<file path="src/rtl/pc_pkg.sv">
// Shared fetch-side definitions: branch opcodes, PC FSM encoding and default widths.
package pc_pkg;

  localparam int DEFAULT_ADDR_WIDTH = 32;
  localparam int DEFAULT_PC_STEP    = 4;

  // Opcodes resolved by the branch-equal-zero unit that produce BO.
  localparam logic [5:0] OP_JMP  = 6'b010100;
  localparam logic [5:0] OP_BEQZ = 6'b010101;

  typedef enum logic [1:0] {
    ST_BOOT     = 2'd0,
    ST_FETCH    = 2'd1,
    ST_REDIRECT = 2'd2
  } pc_state_t;

endpackage

</file>
<file path="src/rtl/pc_flush_counter.sv">
// Loadable down-counter that times the post-redirect squash window and gates new branches.
module pc_flush_counter #(
  parameter int FLUSH_CYCLES = 2
) (
  input  logic clk,
  input  logic rst,
  input  logic load,
  output logic flush,
  output logic idle,
  output logic last
);

  logic [2:0] cnt;

  always_ff @(posedge clk or posedge rst) begin
    if (rst) begin
      cnt <= 3'd0;
    end else if (load) begin
      cnt <= 3'(FLUSH_CYCLES);
    end else if (cnt != 3'd0) begin
      cnt <= cnt - 3'd1;
    end
  end

  assign flush = (cnt != 3'd0);
  assign idle  = (cnt == 3'd0);
  assign last  = (cnt == 3'd1);

endmodule

</file>
<file path="src/rtl/pc_branch_redirect.sv">
// Program counter owner: sequential fetch with ready handshake, redirect on taken branch, flush window.
module pc_branch_redirect
  import pc_pkg::*;
#(
  parameter int                       ADDR_WIDTH   = DEFAULT_ADDR_WIDTH,
  parameter logic [ADDR_WIDTH-1:0]    RESET_ADDR   = '0,
  parameter int                       PC_STEP      = DEFAULT_PC_STEP,
  parameter int                       ALIGN_BITS   = 2,
  parameter int                       FLUSH_CYCLES = 2,
  parameter int                       CNT_WIDTH    = 16
) (
  input  logic                  CLK,
  input  logic                  RST,
  input  logic                  BO,
  input  logic                  BVALID,
  input  logic [ADDR_WIDTH-1:0] BTARGET,
  input  logic                  STALL,
  input  logic                  IMEM_READY,
  output logic [ADDR_WIDTH-1:0] IADDR,
  output logic                  IREQ,
  output logic                  FLUSH,
  output logic                  MISALIGN,
  output logic [CNT_WIDTH-1:0]  BCOUNT,
  output pc_state_t             DBG_STATE
);

  localparam logic [ADDR_WIDTH-1:0] ALIGN_MASK = ~({ADDR_WIDTH{1'b1}} << ALIGN_BITS);

  pc_state_t state, state_next;
  logic      flush_idle;
  logic      flush_last;
  logic      taken;
  logic      accept;

  // Wrong-path branches arriving while the flush counter runs are dropped by the idle gate.
  assign taken = BVALID & BO & flush_idle & (state != ST_BOOT);

  pc_flush_counter #(
    .FLUSH_CYCLES(FLUSH_CYCLES)
  ) u_flush (
    .clk  (CLK),
    .rst  (RST),
    .load (taken),
    .flush(FLUSH),
    .idle (flush_idle),
    .last (flush_last)
  );

  // Fetch handshake: IREQ is the valid, IMEM_READY the ready; a fetch is accepted
  // in any cycle both are high, IREQ never depends on IMEM_READY.
  always_comb begin
    state_next = state;
    IREQ       = 1'b0;
    case (state)
      ST_BOOT: state_next = ST_FETCH;
      ST_FETCH: IREQ = ~STALL;
      ST_REDIRECT: begin
        IREQ = ~STALL;
        if (flush_last) state_next = ST_FETCH;
      end
      default: state_next = ST_BOOT;
    endcase
    if (taken) state_next = ST_REDIRECT;
  end

  assign accept    = IREQ & IMEM_READY;
  assign DBG_STATE = state;

  always_ff @(posedge CLK or posedge RST) begin
    if (RST) begin
      state    <= ST_BOOT;
      IADDR    <= RESET_ADDR;
      MISALIGN <= 1'b0;
      BCOUNT   <= '0;
    end else begin
      state <= state_next;
      // A redirect overrides an accept in the same cycle; that fetch is squashed by FLUSH.
      if (taken) begin
        IADDR <= BTARGET & ~ALIGN_MASK;
      end else if (accept) begin
        IADDR <= IADDR + ADDR_WIDTH'(PC_STEP);
      end
      if (taken && ((BTARGET & ALIGN_MASK) != '0)) begin
        MISALIGN <= 1'b1;
      end
      if (taken && (BCOUNT != {CNT_WIDTH{1'b1}})) begin
        BCOUNT <= BCOUNT + 1'b1;
      end
    end
  end

endmodule

</file>
<file path="config.mk">
export PLATFORM = sky130hd
export DESIGN_NAME = pc_branch_redirect
export DESIGN_NICKNAME = d
export VERILOG_FILES = /design/src/rtl/pc_pkg.sv /design/src/rtl/pc_flush_counter.sv /design/src/rtl/pc_branch_redirect.sv
export SDC_FILE = /design/constraint.sdc
export NUM_CORES = 1
export LEC_CHECK = 0
export ABC_AREA = 1
export BUFFER_PORTS_ARGS = -buffer_cell sky130_fd_sc_hd__buf_4
export CELL_PAD_IN_SITES_DETAIL_PLACEMENT = 1
export CELL_PAD_IN_SITES_GLOBAL_PLACEMENT = 2
export CORE_MARGIN = 5
export CORE_UTILIZATION = 31
export CTS_CLUSTER_SIZE = 30
export DETAILED_ROUTE_END_ITERATION = 12
export GPL_ROUTABILITY_DRIVEN = 0
export PLACE_DENSITY = 0.93
export SETUP_SLACK_MARGIN = 0.3
export SYNTH_ARGS = -nofsm -noshare
export SYNTH_HDL_FRONTEND = slang
export SYNTH_HIERARCHICAL = 1
export SYNTH_SLANG_ARGS = --single-unit
</file>
<file path="constraint.sdc">
create_clock -name CLK -period 3.7 [get_ports CLK]
set_input_delay 0.925 -clock CLK [delete_from_list [all_inputs] [get_ports CLK]]
set_output_delay 0.925 -clock CLK [all_outputs]
set_load 0.02 [all_outputs]
</file>
# After elaboration in Yosys (flattened, before gate mapping)
# Cells that the tools add are included.
word_totals:
  reg_bits: 54
  latchBits: 0
  ram_bits: 0
  mem_bits_ro: 0
  inputBits: 38
  out_inout_bits: 53
  word_cells: 38
  mem_count: 0
op_classes:
  addsub: 3
  n_mul: 0
  n_div: 0
  n_lt_le_gt_ge: 0
  eq_ne: 6
  n_shift: 0
  mux: 8
  n_bitwise: 5
  n_reduce_logical: 11
ops:
  columns: ["op", "count"]
  rows:
  - ["32-bit 2-to-1 mux", 2]
  - ["32-bit by 3-bit adder with 32-bit output (second input constant)", 1]
  - ["32-bit nonzero test", 1]
  - ["16-bit by 1-bit adder with 16-bit output (second input constant)", 1]
  - ["16-bit != test (second input constant)", 1]
  - ["3-bit 2-to-1 mux", 2]
  - ["2-bit one-hot mux with 3 select lines", 1]
  - ["2-bit nonzero test", 3]
  - ["1-bit bitwise AND", 4]
  - ["2-bit 2-to-1 mux", 2]
  - ["3-bit by 1-bit == test with 1-bit output (second input constant)", 1]
  - ["3-bit logical NOT", 1]
  - ["3-bit != test (second input constant)", 1]
  - ["3-bit nonzero test", 1]
  - ["3-bit by 1-bit subtractor with 3-bit output (second input constant)", 1]
  - ["2-bit by 1-bit == test with 1-bit output (second input constant)", 1]
  - ["2-bit == test (second input constant)", 1]
  - ["1-bit logical AND", 2]
  - ["2-bit logical NOT", 1]
  - ["2-bit != test (second input constant)", 1]
  - ["2-bit AND reduction", 1]
  - ["2-bit OR reduction", 1]
  - ["1-bit 2-to-1 mux", 1]
  - ["1-bit NOT", 1]

# Longest topological paths before layout
# Gate-level depths: netlist (run 1).
logic_depth:
  depth_word: 6
  mapped_depth: 13
  mapped_depth_nobuf: 12

# Modules after synthesis
# Netlist (run 1), hierarchy kept.
modules_own_cells:
  columns: ["mod", "n_inst", "cells_each", "area_each_um2", "seq_area_each_um2"]
  rows:
  - ["pc_branch_redirect", 1, 535, 3535.9, 1226.2]
  - ["pc_flush_counter", 1, 27, 212.7, 75.1]

# Worst setup path after synthesis (run 1)
# Ideal clock, no wire load.
synth_timing:
  path_type: "input port to output port"
  startpoint: "input port STALL"
  endpoint: "output port IREQ"
  arrival_ns: 1.273
  required_time_ns: 2.775
  slack_ns: 1.502
  stages: 1
  n_path_buf: 0
  cell_sequence: "nor2_1"
synth_between:
  elab_chain_len: 2
synth_lines:
  columns: ["item", "line", "source"]
  rows:
  - ["from (decl)", "pc_branch_redirect.sv:17", "input logic STALL,"]
  - ["1-bit NOT", "pc_branch_redirect.sv:56, pc_branch_redirect.sv:58", null]
  - ["1-bit 2-to-1 mux", null, null]
  - ["to (decl)", "pc_branch_redirect.sv:20", "output logic IREQ,"]
# Every way passes these cells.

# Worst setup path in the final report (run 1)
layout_timing:
  startpoint: "register u_flush.cnt[0]"
  endpoint: "register IADDR[3]"
layout_between:
  elab_chain_len: 4
  word_cells_on_any_way: 5
  classes_between: "mux (1); bitwise (2); reduce/logical (2)"
layout_lines:
  columns: ["item", "line", "source"]
  rows:
  - ["from (decl)", "pc_flush_counter.sv:13", "logic [2:0] cnt;"]
  - ["from (signal assigned)", "pc_flush_counter.sv:19", "cnt <= 3'(FLUSH_CYCLES);"]
  - ["from (signal assigned)", "pc_flush_counter.sv:21", "cnt <= cnt - 3'd1;"]
  - ["3-bit logical NOT *", "pc_flush_counter.sv:26", "assign idle = (cnt == 3'd0);"]
  - ["via flush_idle", "pc_branch_redirect.sv:30", "logic flush_idle;"]
  - ["1-bit bitwise AND * (2 in series)", "pc_branch_redirect.sv:36", "assign taken = BVALID & BO & flush_idle & (state != ST_BOOT);"]
  - ["32-bit 2-to-1 mux or 2-bit nonzero test (tied branches)", null, null]
  - ["to (signal assigned)", "pc_branch_redirect.sv:79", "IADDR <= BTARGET & ~ALIGN_MASK;"]
  - ["to (signal assigned)", "pc_branch_redirect.sv:81", "IADDR <= IADDR + ADDR_WIDTH'(PC_STEP);"]
  - ["to (decl)", "pc_branch_redirect.sv:19", "output logic [ADDR_WIDTH-1:0] IADDR,"]
# The timed path passes the listed nets; every way through them passes the cells marked *.
# A chain may end at the register's enable or synchronous reset.

==> impl_metrics.env, run 1 <==
export IMPL_ant_nets=0
export IMPL_fin_hold_ws_ns=0.489
export IMPL_finalCritPeriodShare_pct=69.3
export IMPL_ys_seq_area_share_pct=34.7
export IMPL_holdBufCountCts=0
export IMPL_critPathRequiredTime_ns=3.89
export IMPL_pwr_share_clk_pct=17.5
export IMPL_p_sw_share_pct=47.4
export IMPL_dpl_cell_count=785
export IMPL_r2r_start="u_flush/cnt[0]"
export IMPL_min_period_ns=2.57
export IMPL_crit_fanout=30
export IMPL_vias=3822
export IMPL_power_density_nw_per_um2=675
export IMPL_cts_made_buffers=5
export IMPL_synth_area_top_cells="dfrtp_1, nand2_1, inv_1"
export IMPL_cts_setup_buffers=0
export IMPL_cts_tree="yes"
export IMPL_synth_edf_count=0
export IMPL_end_kind="register"
export IMPL_overflow=0
export IMPL_nets=691
export IMPL_coreArea_um2=11900
export IMPL_power_leakage_nw=2.36
export IMPL_cp_startpoint="u_flush/cnt[0]"
export IMPL_wl_per_cell_um=15.0
export IMPL_drv_cap=0
export IMPL_r2r_slack_ns=1.13
export IMPL_setup_tns_ns=0
export IMPL_synth_seq_cells=52
export IMPL_p_sw_mw=1.49
export IMPL_ys_types=36
export IMPL_die_h_um=120
export IMPL_tightest_slew_ns=0.570
export IMPL_h_tree_depth=2
export IMPL_fin_cells=793
export IMPL_floorplan_initialDensity_pct=31.5
export IMPL_cp_endpoint="IADDR[3]"
export IMPL_status="complete, no violations"
export IMPL_drc=0
export IMPL_hp_class="register to register"
export IMPL_r2r_end="IADDR[3]"
export IMPL_port_buffer_count=88
export IMPL_cts_buffer_depth=2
export IMPL_io_pins=91
export IMPL_areaGrowthSynthToFinish_pct=24.3
export IMPL_insertion_delay_ns=0.30
export IMPL_crit_arrival_ns=2.75
export IMPL_antenna_found_initial=0
export IMPL_cts_resized_gates=0
export IMPL_clock_root_buffer="clkbuf_16"
export IMPL_grt_usage_pct=17.0
export IMPL_drive_gt1_share_pct=20.4
export IMPL_wl_um=11900
export IMPL_first_pass_iters=4
export IMPL_slew_headroom_pct=61.9
export IMPL_p_int_mw=1.66
export IMPL_p_seq_share_pct=32.6
export IMPL_pwr_share_comb_pct=50.0
export IMPL_fin_util_pct=39.1
export IMPL_synthFlopType="dfrtp_1"
export IMPL_rsz0062_at_grt="no"
export IMPL_fp_dieW_um=120
export IMPL_fmax_mhz=390
export IMPL_hold_viol_final=0
export IMPL_grt_max_degree=54
export IMPL_grt_pass1_vias=4039
export IMPL_synth_largest_area_cell="dfrtp_1"
export IMPL_crit_type="register to register"
export IMPL_syn_inst=562
export IMPL_ff2ff_path_depth=11
export IMPL_syn_area_um2=3750
export IMPL_skew_ns=0.0109
export IMPL_ir_worst_vdd_mv=0.310
export IMPL_n_antenna_cell=0
export IMPL_setup_viol=0
export IMPL_netlist_area_leader_share_pct=34.7
export IMPL_clock_sinks=52
export IMPL_clk_pin_slew_ns=0.08
export IMPL_first_iter_violations=146
export IMPL_die_area_um2=14400
export IMPL_synth_warnings=6
export IMPL_async_flop_share_pct=100
export IMPL_syn_area_per_cell_um2=6.67
export IMPL_drv_slew=0
export IMPL_placementRows=40
export IMPL_viasPerCell=4.82
export IMPL_dp_hpwl_um=9200
export IMPL_critPathLaunchType="register"
export IMPL_grt_pass1_wl_um=20100
export IMPL_fill_cells=1554
per-stage QoR:
| step | power (mW) | setup WS (ns) | instance area (um2) |
|---|---|---|---|
| floorplan | 2.02 | 1.50 | 3750 |
| detailed placement | 2.62 | 1.05 | 4500 |
| global placement | 2.55 | 1.10 | 4500 |
| global route | 3.40 | 0.907 | 4660 |
| finish | 3.15 | 1.13 | 4660 |
| CTS | 3.18 | 1.08 | 4660 |
Yosys cell counts (7+ instances only):
master	instances
a21oi_1	10
buf_2	7
dfrtp_1	52
ha_1	8
inv_1	79
nand2_1	187
nand3_1	50
nor2_1	57
nor3_1	7
o211ai_1	8
o21ai_0	28
o21ai_1	7
logic make-up (layout without fill, tap and decap cells):
| family | Yosys count | count (layout) | share of synthesized area, % |
|---|---|---|---|
| buffers and inverters | 98 | 181 | 11.5 |
| AOI/OAI and AO/OA | 58 | 58 | 8.65 |
| other | 1 | 2 | 0.100 |
| adders and majority gates | 8 | 8 | 2.67 |
| xor gates and xnor gates | 11 | 11 | 2.57 |
| and+or+nand+nor | 334 | 334 | 39.8 |
| DFF | 52 | 52 | 34.7 |
power by group through the flow:
stage / Combinational, mW / Sequential, mW / Clock, mW
final: 1.57 / 1.03 / 0.550
after global routing: 1.76 / 1.06 / 0.586
after CTS: 1.60 / 1.03 / 0.561
after detailed placement: 1.59 / 1.03 / 0
after global placement: 1.52 / 1.03 / 0
after floorplan: 0.859 / 1.16 / 0
routing by layer:
metal  share of wire (%)  track usage, %
met1                  46            21.7
met2                  49            30.1
met3                 3.7            2.64
met4                 1.2            3.94
met5                   0               0
worst min path at each step:
stage | depth (start not counted) | end | from | slack (ns)
floorplan | 2 | u_flush/cnt[1] | u_flush/cnt[1] | 0.50
global placement | 1 | MISALIGN | MISALIGN | 0.46
detailed placement | 1 | MISALIGN | MISALIGN | 0.47
CTS | 1 | MISALIGN | MISALIGN | 0.49
global route | 2 | u_flush/cnt[0] | RST | 0.51
finish | 1 | MISALIGN | MISALIGN | 0.49
area by class of cell:
| type | instances | area [um2] | area share, % |
|---|---|---|---|
| clock buffer | 6 | 129 | 2.77 |
| inverter | 83 | 317 | 6.79 |
| multi-input combinational | 413 | 2020 | 43.3 |
| clock inverter | 2 | 35.0 | 0.752 |
| tap | 147 | 184 | 3.95 |
| timing repair buffer | 90 | 676 | 14.5 |
| sequential | 52 | 1300 | 27.9 |
layout by cell type, fill, tap and decap left out, types with 2 or more instances in the layout:
cell type,instances
nor2_1,57
xor2_1,5
nand3_1,50
nand3_2,4
nand2_1,187
nand2_4,3
inv_1,78
inv_2,4
o211ai_1,8
clkbuf_16,5
nand4_1,4
o21ai_1,7
a21oi_1,10
nor2_4,6
xnor2_1,6
conb_1,2
o21ai_2,2
nand2_2,6
nor3_1,7
nor2_2,5
dfrtp_1,52
o21ai_0,28
buf_4,90
ha_1,8
critical path: stages, from the launching register on:
cell,delay (ns)
dfrtp_1,0.41
inv_1,0.12
ha_1,0.25
inv_1,0.07
nor2_2,0.11
nand3_2,0.13
nor2_8,0.36
inv_2,0.07
nand2_2,0.44
inv_2,0.28
nand2_1,0.11
o21ai_0,0.08
flip-flops by register name, indices dropped and copies added (netlist names):
name and count:
IADDR 30, BCOUNT 16, u_flush/cnt 3, DBG_STATE 2
MISALIGN 1
Note: power is estimated with default switching activity, not from simulation.
==> inputs of run 2 (changes only) <==
ABC_AREA = 0   (was 1)
CORE_UTILIZATION = 30   (was 31)
PLACE_DENSITY = 0.87   (was 0.93)
clock period = 2.5 ns   (was 3.7 ns; I/O delays follow)
==> run 2 against run 1 <==
  * Flip-flop and latch count stayed put
  * Clock skew is 0.00056 ns higher
  * Critical path depth is 4 lower
  * Wire length is 36% lower
  * Clock-buffer cell count stayed put
  * Global-route usage is 3.5 points lower
  * Power is 21% higher
  * Final cell count is 37% lower
  * Clock power is 4.9% lower
  * Area after synthesis is 25% lower
  * Core utilization is 2.0 points higher
  * Register-to-register slack worse by 0.80 ns
  * Critical path type unchanged
  * Critical endpoint is now IADDR[27]
  * Largest cell class unchanged
==> impl_metrics.env, run 2 <==
export IMPL_placed_cell_area_um2=3630
export IMPL_cp_endpoint="IADDR[27]"
export IMPL_r2r_slack_ns=0.33
export IMPL_mostFrequentLayoutCells="buf_4, dfrtp_1, nand2_1, xnor2_1, o21ai_0"
export IMPL_drive_gt1_share_pct=31.1
export IMPL_synth_largest_area_cell="dfrtp_1"
export IMPL_synth_simple_area_share_pct=24.4
export IMPL_antenna_found_initial=0
export IMPL_top_usage_layer="met2"
export IMPL_vias=2445
export IMPL_hold_viol_final=0
export IMPL_r2r_start="DBG_STATE[0]"
export IMPL_async_flop_share_pct=100
export IMPL_regMostFlops="IADDR"
export IMPL_grt_usage_pct=13.5
export IMPL_die_area_um2=11400
export IMPL_met3_usage_pct=3.19
export IMPL_reg_top3="IADDR x30, BCOUNT x16, u_flush/cnt x3"
export IMPL_drc=0
export IMPL_layout_commonest_cell="buf_4"
export IMPL_crit_fanout=9
export IMPL_synthXorXnorAreaFrac_pct=12.8
export IMPL_setup_tns_ns=0
export IMPL_critPathLaunchType="register"
export IMPL_coreArea_um2=9200
export IMPL_fp_dieW_um=107
export IMPL_netlist_area_leader_share_pct=46.3
export IMPL_syn_area_per_cell_um2=9.53
export IMPL_largest_register_ffs=30
export IMPL_cts_buffer_depth=2
export IMPL_floorplan_initialDensity_pct=30.6
export IMPL_placementRows=35
export IMPL_wl_um=7580
export IMPL_tightest_slew_ns=0.556
export IMPL_grt_pass1_vias=2581
export IMPL_muxShareOfSynthArea_pct=0.801
export IMPL_power_leakage_nw=1.68
export IMPL_fin_hold_ws_ns=0.204
export IMPL_synth_area_top_cells="dfrtp_1, xnor2_1, nand2_1"
export IMPL_hp_class="primary input to asynchronous set/reset pin"
export IMPL_yosys_area_share_adder_pct=3.56
export IMPL_h_tree_depth=2
export IMPL_end_kind="register"
export IMPL_n_antenna_cell=0
export IMPL_synth_warnings=6
export IMPL_grt_max_degree=61
export IMPL_rsz0062_at_grt="yes"
export IMPL_synthTopCellsByCount="dfrtp_1, nand2_1, xnor2_1"
export IMPL_nets=431
export IMPL_io_pins=91
export IMPL_first_pass_iters=4
export IMPL_skew_ns=0.0114
export IMPL_first_iter_violations=56
export IMPL_met1_usage_pct=17.1
export IMPL_viasPerCell=4.92
export IMPL_ys_types=42
export IMPL_finalCritPeriodShare_pct=86.6
export IMPL_cts_made_buffers=5
export IMPL_critPathRequiredTime_ns=2.69
export IMPL_synth_compound_area_share_pct=8.14
export IMPL_synth_top_family_by_area="simple AND/OR/NAND/NOR gates"
export IMPL_crit_arrival_ns=2.36
export IMPL_synth_seq_cells=52
export IMPL_crit_type="register to register"
export IMPL_dp_hpwl_um=5830
export IMPL_min_period_ns=2.17
export IMPL_grt_pass1_wl_um=12600
export IMPL_clock_root_buffer="clkbuf_8"
export IMPL_fin_cells=497
export IMPL_dpl_cell_count=488
export IMPL_ff2ff_path_depth=7
export IMPL_insertion_delay_ns=0.30
export IMPL_port_buffer_count=88
export IMPL_ir_worst_vdd_mv=0.390
export IMPL_grtUsageMet2_pct=23.6
export IMPL_power_density_nw_per_um2=1000
export IMPL_synth_edf_count=0
export IMPL_ys_seq_area_share_pct=46.3
export IMPL_syn_inst=295
export IMPL_syn_area_um2=2810
export IMPL_wl_per_cell_um=15.2
export IMPL_die_h_um=107
export IMPL_synth_most_common_cell="dfrtp_1"
export IMPL_drv_cap=0
export IMPL_ant_nets=0
export IMPL_final_area_um2=3780
export IMPL_synthFlopType="dfrtp_1"
export IMPL_cts_tree="yes"
export IMPL_areaGrowthSynthToFinish_pct=34.6
export IMPL_setup_viol=0
export IMPL_status="complete, no violations"
export IMPL_clk_pin_slew_ns=0.10
export IMPL_p_total_mw=3.79
export IMPL_drv_slew=0
export IMPL_cp_startpoint="DBG_STATE[0]"
export IMPL_clock_sinks=52
export IMPL_overflow=0
export IMPL_fmax_mhz=462
export IMPL_r2r_end="IADDR[27]"
export IMPL_slew_headroom_pct=62.9
[run 2: cell count changes after synthesis, sizes merged, moves of 5 or more]
cell	delta
nor4	+7
o21ai	-8
and4	+5
xnor2	+25
xor2	+5
nand2	-151
nor2	-55
o211ai	-8
buf	-9
clkbuf	+6
inv	-70
nand3	-42
nand4	+5
[run 2: worst min-delay path by stage]
stage	end	slack, ns	cells past startpoint
6_report	u_flush/cnt[1]	0.20	2
5_1_grt	u_flush/cnt[1]	0.20	2
4_1_cts	u_flush/cnt[1]	0.20	2
3_5_place_dp	MISALIGN	0.48	1
3_3_place_gp	MISALIGN	0.46	1
2_1_floorplan	u_flush/cnt[0]	0.38	1
[run 2: kinds of logic after synthesis]
| group | Yosys count |
|---|---|
| AO/OA/AOI/OAI | 42 |
| XOR/XNOR | 41 |
| flip-flops | 52 |
| adder cells (fa/ha/maj) | 8 |
| buffers and inverters | 25 |
| other | 1 |
| AND/OR/NAND/NOR | 124 |
| multiplexers | 2 |
[run 2: cell type report]
| type | count | area (um2) |
|---|---|---|
| Clock inverter | 2 | 13.8 |
| Timing Repair Buffer | 94 | 734 |
| Tap cell | 111 | 139 |
| Inverter | 13 | 48.8 |
| Fill cell | 1076 | 5410 |
| Multi-Input combinational cell | 219 | 1460 |
| Clock buffer | 6 | 82.6 |
| Sequential cell | 52 | 1300 |
[run 2: report_power, final]
part	internal, mW	leakage, nW	switching (mW)
Combinational	0.803	0.959	0.890
Clock	0.228	0.0516	0.296
Sequential	1.16	0.666	0.419
[run 2: per-stage QoR]
stage / util (%) / setup WS (ns)
after floorplan: - / 0.324
after global placement: 39.5 / 0.259
after detailed placement: 39.5 / 0.181
after CTS: 40.7 / 0.300
after global routing: 41.2 / 0.226
final: 41.2 / 0.334
[run 2: worst max-delay path, stage by stage, from the launching register on]
cell and delay, ns:
dfrtp_2 0.41, inv_2 0.06, ha_4 0.29, nand3b_4 0.11
or4_4 0.61, nor4_4 0.33, xnor2_1 0.16, o21ai_1 0.08
[run 2: layer usage]
layer	wire length, um	up-vias	part of all wire [%]
met3	405	2	5.3
met1	3330	1207	44
met2	3810	51	50
li1	-	1185	-
met5	0	-	0
met4	31	0	0.41
[run 2: repair_timing]
| action | in CTS | in global routing |
|---|---|---|
| setup endpoints to repair | 6 | 24 |
| pin swaps | 1 | 0 |
| hold buffers | 0 | 0 |
| buffers inserted | 0 | 1 |
| gates resized for setup | 2 | 6 |
==> inputs of run 3 (changes only) <==
CTS_CLUSTER_DIAMETER = 30   (was unset)
clock period = 2.3 ns   (was 2.5 ns; I/O delays follow)
==> run 3 against run 2 <==
  * Clock-buffer cell count up 2
  * Clock skew down 0.0014 ns
  * Sequential share of layout area is 2.3 points lower
  * First-iteration DRC count increased by 14%
  * Non-clock buffer count grew 20
  * Wire length up 15%
  * Highest routed layer unchanged
  * Flip-flop and latch count unchanged
  * Setup slack lost 0.026 ns
==> impl_metrics.env, run 3 (synthesis results as in run 2) <==
export IMPL_largest_register_ffs=30
export IMPL_cp_startpoint="DBG_STATE[1]"
export IMPL_insertion_delay_ns=0.31
export IMPL_r2r_start="DBG_STATE[1]"
export IMPL_layout_commonest_cell="buf_4"
export IMPL_r2r_slack_ns=0.31
export IMPL_die_area_um2=11400
export IMPL_dp_hpwl_um=5850
export IMPL_first_pass_iters=4
export IMPL_crit_type="register to register"
export IMPL_critPathRequiredTime_ns=2.50
export IMPL_seqCellArea_um2=1300
export IMPL_placed_cell_area_um2=3660
export IMPL_rsz0062_at_grt="yes"
export IMPL_io_pins=91
export IMPL_viasPerCell=4.97
export IMPL_dpl_cell_count=490
export IMPL_vias=2574
export IMPL_setup_tns_ns=0
export IMPL_die_h_um=107
export IMPL_overflow=0
export IMPL_setup_viol=0
export IMPL_fin_cells=518
export IMPL_ant_nets=0
export IMPL_skew_ns=0.0100
export IMPL_floorplan_initialDensity_pct=30.6
export IMPL_h_tree_depth=2
export IMPL_hold_viol_final=0
export IMPL_crit_fanout=5
export IMPL_power_leakage_nw=1.83
export IMPL_p_total_mw=4.32
export IMPL_grt_usage_pct=14.5
export IMPL_ir_worst_vdd_mv=0.516
export IMPL_end_kind="register"
export IMPL_fmax_mhz=502
export IMPL_wl_um=8700
export IMPL_fp_dieW_um=107
export IMPL_drc=0
export IMPL_first_iter_violations=64
export IMPL_final_area_um2=4060
export IMPL_mostFrequentLayoutCells="buf_4, dfrtp_1, nand2_1, xnor2_1, o21ai_0"
export IMPL_critPathLaunchType="register"
export IMPL_cts_made_buffers=5
export IMPL_crit_arrival_ns=2.19
export IMPL_fin_hold_ws_ns=0.139
export IMPL_grt_pass1_wl_um=13300
export IMPL_coreArea_um2=9200
export IMPL_cts_tree="yes"
export IMPL_areaGrowthSynthToFinish_pct=44.4
export IMPL_multi_input_area_um2=1550
export IMPL_clk_pin_slew_ns=0.10
export IMPL_finalCritPeriodShare_pct=86.6
export IMPL_min_period_ns=1.99
export IMPL_drv_cap=0
export IMPL_grt_max_degree=61
export IMPL_n_antenna_cell=0
export IMPL_nets=452
export IMPL_path_cells="inv_2 -> ha_4 -> nand3b_4 -> or4_4 -> nor4b_4 -> xnor2_1 -> o21ai_1"
export IMPL_fill_cells=1098
export IMPL_port_buffer_count=88
export IMPL_drive_gt1_share_pct=37.1
export IMPL_regMostFlops="IADDR"
export IMPL_placementRows=35
export IMPL_cts_buffer_depth=2
export IMPL_antenna_found_initial=0
export IMPL_drv_slew=0
export IMPL_crit_path_top_delay_cell="or4_4"
export IMPL_hp_class="primary input to asynchronous set/reset pin"
export IMPL_slowest_delay_ns=0.59
export IMPL_grt_pass1_vias=2687
export IMPL_reg_top3="IADDR x30, BCOUNT x16, u_flush/cnt x3"
export IMPL_wl_per_cell_um=16.8
export IMPL_status="complete, no violations"
export IMPL_power_density_nw_per_um2=1060
export IMPL_clock_sinks=52
export IMPL_clock_root_buffer="clkbuf_8"
## run 3: power by group
part	total, mW	internal, mW	switching (mW)
Clock	0.557	0.247	0.310
Sequential	1.71	1.26	0.453
Combinational	2.05	1.00	1.05
Total	4.32	2.50	1.82
## run 3: path summary, 6_finish.rpt
check / end / depth (start not counted)
max reg2reg: IADDR[29] / 7
min in group CLK: IADDR[22] / 3
min reg2reg: MISALIGN / 1
max in group asynchronous: IADDR[4] / 3
max: IADDR[29] / 7
min: u_flush/cnt[2] / 2
## run 3: timing repair
item,CTS,global route
setup buffers,13,4
gates cloned,1,2
resized for setup,15,10
pin swaps,6,6
setup endpoints to repair,31,33
hold buffers,0,0
hold endpoints to repair,0,0
## run 3: layout make-up
type | count | area share, %
clock buffers | 8 | 2.22
inverters | 13 | 1.29
multi-input cells | 220 | 38.2
flip-flops and latches | 52 | 32.1
well taps | 111 | 3.42
repair buffers | 114 | 22.7
## run 3: through the flow
stage | worst slack, ns | util, %
floorplan | 0.199 | -
global placement | 0.140 | 39.8
detailed placement | 0.0985 | 39.8
CTS | 0.246 | 42.7
global route | 0.209 | 44.1
finish | 0.308 | 44.1
## run 3: layer usage
metal	share of wire [%]	global-route usage, %
met1	42	17.0
met2	52	25.8
met3	5.3	3.55
met5	0	0
met4	1.1	4.47
## run 3: critical path: cells and delay by family (launching register included)
kind	cells	cell delay [ns]
xor+xnor	1	0.14
simple gates	3	0.94
fa+ha+maj	1	0.28
flops	1	0.38
buf+inv	1	0.06
compound gates	1	0.08
